**src/rtl/hybrid_sequencer.sv**
```systemverilog
// Purpose : Sample-phase sequencer for a hybrid modulator front end. Tracks the
//           recursion phase and the frame position of each input sample, then
//           gates the recursion and output paths through FILL -> WARM -> RUN.
// Latency : recurse_en/ds_en pulse one cycle after the accepted sample;
//           state/compute_en/valid change in the cycle ds_en is high.
// Backpressure: none; every in_valid cycle is consumed, and counters hold while
//           in_valid is low.
//
// Ports:
//   clk, rst (async active-low, release synchronized internally), in_valid,
//   flush (present only when SEQ_FLUSH_EN is defined),
//   osr_count1, osr_count2, in_sel, recurse_en, ds_en, compute_en, valid, state.
// Build option: define SEQ_FLUSH_EN to add the synchronous flush input.
module hybrid_sequencer #(
  parameter int N         = 3,
  parameter int OSR1      = 2,
  parameter int OSR2      = 6,
  parameter int DEPTH     = 72,
  parameter int LUT_DELAY = 1,
  localparam int OSR         = OSR1 * OSR2,
  localparam int C1W         = (OSR1 > 1) ? $clog2(OSR1) : 1,
  localparam int C2W         = (OSR2 > 1) ? $clog2(OSR2) : 1,
  localparam int SW          = (N * OSR > 1) ? $clog2(N * OSR) : 1
) (
  input  logic           clk,
  input  logic           rst,
  input  logic           in_valid,
`ifdef SEQ_FLUSH_EN
  input  logic           flush,
`endif
  output logic [C1W-1:0] osr_count1,
  output logic [C2W-1:0] osr_count2,
  output logic [SW-1:0]  in_sel,
  output logic           recurse_en,
  output logic           ds_en,
  output logic           compute_en,
  output logic           valid,
  output logic [1:0]     state
);

  localparam int DS_DEPTH    = (DEPTH + OSR - 1) / OSR;
  localparam int VALID_DELAY = DS_DEPTH + 2 + LUT_DELAY;
  localparam int DW          = $clog2(VALID_DELAY + 1);

  localparam logic [1:0] FILL = 2'd0;
  localparam logic [1:0] WARM = 2'd1;
  localparam logic [1:0] RUN  = 2'd2;

  localparam logic [C1W-1:0] C1_LAST = C1W'(OSR1 - 1);
  localparam logic [C2W-1:0] C2_LAST = C2W'(OSR2 - 1);
  localparam logic [DW-1:0]  DS_SAT  = DW'(VALID_DELAY);
  localparam logic [DW-1:0]  DS_WARM = DW'(DS_DEPTH);

  logic [1:0]     rst_sync_q, rst_sync_d;
  logic [C1W-1:0] osr_count1_q, osr_count1_d;
  logic [C2W-1:0] osr_count2_q, osr_count2_d;
  logic [DW-1:0]  ds_count_q, ds_count_d;
  logic [1:0]     state_q, state_d;
  logic           recurse_en_q, recurse_en_d;
  logic           ds_en_q, ds_en_d;
  logic           accept, grp_end, frm_end;

  // Two-stage release synchronizer: samples are ignored until rst has been
  // seen high on two consecutive edges.
  assign rst_sync_d = {rst_sync_q[0], 1'b1};
  assign accept     = in_valid && rst_sync_q[1];

  // With OSR1/OSR2 = 1 the LAST constants are 0, so the counters stay at 0
  // and every sample ends a group/frame.
  assign grp_end = (osr_count1_q == C1_LAST);
  assign frm_end = grp_end && (osr_count2_q == C2_LAST);

  always_comb begin
    osr_count1_d = osr_count1_q;
    osr_count2_d = osr_count2_q;
    ds_count_d   = ds_count_q;
    state_d      = state_q;
    recurse_en_d = 1'b0;
    ds_en_d      = 1'b0;

    if (accept) begin
      osr_count1_d = grp_end ? '0 : osr_count1_q + 1'b1;
      recurse_en_d = grp_end;
      if (grp_end) begin
        osr_count2_d = frm_end ? '0 : osr_count2_q + 1'b1;
      end
      if (frm_end) begin
        ds_en_d    = 1'b1;
        // Saturate so RUN is held forever without a wrap back into FILL.
        ds_count_d = (ds_count_q == DS_SAT) ? ds_count_q : ds_count_q + 1'b1;
        // State moves on the same edge that raises ds_en, so the new state is
        // visible alongside the pulse.
        case (state_q)
          FILL:    if (ds_count_d == DS_WARM) state_d = WARM;
          WARM:    if (ds_count_d == DS_SAT)  state_d = RUN;
          default: state_d = state_q;
        endcase
      end
    end

`ifdef SEQ_FLUSH_EN
    // Flush wins over a coincident sample, which is dropped.
    if (flush) begin
      osr_count1_d = '0;
      osr_count2_d = '0;
      ds_count_d   = '0;
      state_d      = FILL;
      recurse_en_d = 1'b0;
      ds_en_d      = 1'b0;
    end
`endif
  end

  always_ff @(posedge clk or negedge rst) begin
    if (!rst) begin
      rst_sync_q   <= '0;
      osr_count1_q <= '0;
      osr_count2_q <= '0;
      ds_count_q   <= '0;
      state_q      <= FILL;
      recurse_en_q <= 1'b0;
      ds_en_q      <= 1'b0;
    end else begin
      rst_sync_q   <= rst_sync_d;
      osr_count1_q <= osr_count1_d;
      osr_count2_q <= osr_count2_d;
      ds_count_q   <= ds_count_d;
      state_q      <= state_d;
      recurse_en_q <= recurse_en_d;
      ds_en_q      <= ds_en_d;
    end
  end

  // Slot MSB index counts down from N*OSR-1 as the frame position advances.
  assign in_sel = SW'(N * (OSR - (32'(osr_count1_q) + OSR1 * 32'(osr_count2_q))) - 1);

  assign osr_count1 = osr_count1_q;
  assign osr_count2 = osr_count2_q;
  assign recurse_en = recurse_en_q;
  assign ds_en      = ds_en_q;
  assign state      = state_q;
  assign compute_en = (state_q != FILL);
  assign valid      = (state_q == RUN);

endmodule
```
**config.mk**
```make
export PLATFORM = sky130hd
export DESIGN_NAME = hybrid_sequencer
export DESIGN_NICKNAME = d
export VERILOG_FILES = /design/src/rtl/hybrid_sequencer.sv
export SDC_FILE = /design/constraint.sdc
export NUM_CORES = 1
export LEC_CHECK = 0
export CAP_MARGIN = 30
export CORE_UTILIZATION = 45
export DETAILED_ROUTE_END_ITERATION = 16
export PLACE_DENSITY = 0.73
export SYNTH_ARGS = -nofsm -noshare
export SYNTH_HDL_FRONTEND = slang
export SYNTH_SLANG_ARGS = --single-unit
```
**constraint.sdc**
```tcl
create_clock -name clk -period 7.5 [get_ports clk]
set_clock_uncertainty 0.1 [all_clocks]
set_input_delay 1.125 -clock clk [delete_from_list [all_inputs] [get_ports clk]]
set_output_delay 1.125 -clock clk [all_outputs]
set_load 0.005 [all_outputs]
```
==> results.toml <==
[outcome]
status = "completed"

[die]
rows = 16
die-width_microns = 47.8
core_sq_um = 1960
fp.dieArea_sq_um = 2290
initial_utilization_pct = 48.2
fp.dieH_microns = 47.8
ioPinCount = 19

[grt]
grt_pass1_vias = 645
busiest_layer = "met2"
antenna_found_initial = 0
grt_overflow = 0
grt_max_degree = 15
grt_pass1_wl_microns = 2700
use_met1_pct = 22.1
use_met2_pct = 29.7
met3_usage_pct = 4.53
track_usage_pct = 17.1

[sta]
max_slew_margin_pct = 60.0
min_period_over_period_pct = 63.4
finalSetupViolCount = 0
worst_slack_ps = 2740
hold_viol = 0
holdWs_ps = 265
rsz0062_at_grt = "no"
timing.final.max_slew_violations = 0
period_needed_ps = 4760
setup_tns_ps = 0
worstMarginPinSlew_ps = 598
fmax_mhz = 210

[job]
maxCapViolCount = 0

[critical_path]
endpoint = "in_sel[5]"
crit_type = "reg -> out"
r2r_slack_ps = 5800
worst_ep_required_time_ps = 6270
endpoint_kind = "primary output"
r2r_end = "state[1]$_DFFE_PN0P_"
path_max_fanout = 6
rr_startpoint = "ds_count_q[0]$_DFFE_PN0P_"
reg2reg_depth = 5
critPathArrivalTime_ps = 3530
critical_path.startpoint = "osr_count1$_DFFE_PN0P_"
startpoint_type = "flop"

[layout]
fill_cells = 187
antenna_cells = 0
fin_util_pct = 60.9
drive_above_1_share_pct = 9.91
areaGrowthSynthToFinish_pct = 26.5
mostFrequentLayoutCell = "clkdlybuf4s50_1"
mostFrequentLayoutCells = "18 x clkdlybuf4s50_1, 14 x inv_1, 14 x dfrtp_1"
multi_input_area_sq_um = 542
seq_area_sq_um = 350
nNetsFinal = 129

[placement]
place_congestion = 0.808
dpl_worst_slack_ps = 3040
dp_hpwl_microns = 1340
io_buffers = 18

[clock_tree]
cts_max_path_buffers = 2
cts_tree = "done"
cts_resized = 0
postCtsSetupRepairBufs = 0
insertion_delay_ps = 280
h-tree-depth = 1
clock-sinks = 14
cts_made_buffers = 3
hold_buffers = 0
root_buffer = "clkbuf_4"
path_clk_slew_ps = 70

[synthesis]
ys_seq_area_share_pct = 37.1
syn_nets = 106
synth_top_area_share_pct = 37.1
synth_cell_types = 28
syn_area_sq_um = 945
netlist_top_cells_area = "dfrtp_1 37%, ha_1 16%, xnor2_1 7.4%, inv_1 5.6%, xor2_1 4.6%"
yosys_register_bits = 14
ys_warn_count = 0
syn_area_per_cell_sq_um = 10.6
yosysTopAreaCell = "dfrtp_1"
syn_inst = 89

[detailed_routing]
dr.pass1.iters = 3
drc_errors = 0
ant_nets = 0
routedWlPerCell_microns = 12.0
viasPerCell = 4.91
drt_iter0_markers = 7
wirelength_microns = 1660
vias = 677

[hold_path]
hold_class = "reg -> reg"
==> area by class of cell <==
type	instances	area share, %
Tap cell	27	2.83
Inverter	14	4.40
Multi-Input combinational cell	61	45.3
Sequential cell	14	29.3
Clock buffer	4	3.04
Timing Repair Buffer	18	15.1
==> kinds of logic (layout without fill, tap and decap cells) <==
group,count (synthesis),in the layout,share of synthesized area (%)
and+or+nand+nor,18,18,12.1
adders and majority gates,14,14,20.1
DFF,14,14,37.1
buffers and inverters,14,36,5.56
xor gates and xnor gates,13,13,12.1
AOI/OAI and AO/OA,10,10,7.15
muxes,5,5,5.56
other,1,1,0.397
==> stage by stage <==
step / instance area (sq um) / cells
CTS: 1190 / 138
finish: 1190 / 138
global placement: 1160 / 134
detailed placement: 1160 / 134
global route: 1190 / 138
floorplan: 945 / 89
==> how the worst min path moves through the flow <==
stage / startpoint / to / slack (ps) / depth (start not counted)
after floorplan: rst_sync_q[0]$_DFF_PN0_ / rst_sync_q[1]$_DFF_PN0_ / 230 / 0
after global placement: rst_sync_q[0]$_DFF_PN0_ / rst_sync_q[1]$_DFF_PN0_ / 240 / 0
after detailed placement: rst_sync_q[0]$_DFF_PN0_ / rst_sync_q[1]$_DFF_PN0_ / 250 / 0
after CTS: rst_sync_q[0]$_DFF_PN0_ / rst_sync_q[1]$_DFF_PN0_ / 270 / 0
after global routing: rst_sync_q[0]$_DFF_PN0_ / rst_sync_q[1]$_DFF_PN0_ / 280 / 0
final: rst_sync_q[0]$_DFF_PN0_ / rst_sync_q[1]$_DFF_PN0_ / 270 / 0
==> synthesized netlist by cell type <==
library cell	n
dfrtp_1	14
inv_1	14
ha_1	12
xnor2_1	8
xor2_1	5
nand2_1	4
a21o_1	3
mux2i_1	3
a21oi_1	2
fa_1	2
mux2_2	2
nand3_1	2
nor2_1	2
nor3_1	2
a21bo_2	1
a31oi_1	1
a41oi_1	1
conb_1	1
nand2b_1	1
nand3_2	1
nor2_4	1
nor2b_1	1
nor4_1	1
nor4b_2	1
nor4bb_1	1
o21ai_0	1
o21ai_1	1
or2_2	1
==> sequential cells by signal, summed over array words and instances (netlist names) <==
register,count
rst_sync_q,2
osr_count2,3
osr_count1,1
state,2
ds_en,1
recurse_en,1
ds_count_q,4
==> per-layer routing <==
metal  part of all wire [%]  up-vias  wire length, microns
met5                      0        -                     0
met2                     49       20                   807
met1                     47      321                   783
met3                    4.1        0                    68
met4                      0        0                     0
li1                       -      336                     -
==> critical path, stage by stage, from the launching register on <==
cell,delay [ps]
dfrtp_1,460
inv_1,170
ha_1,160
inv_1,50
ha_1,180
ha_1,340
fa_1,520
inv_1,40
ha_1,320
a21o_1,190
a21oi_1,180
xnor2_1,130
clkdlybuf4s50_1,510
Power is left out: the tool's default activity adds up to more than one toggle a clock period on the data nets, which glitch-free logic cannot reach.
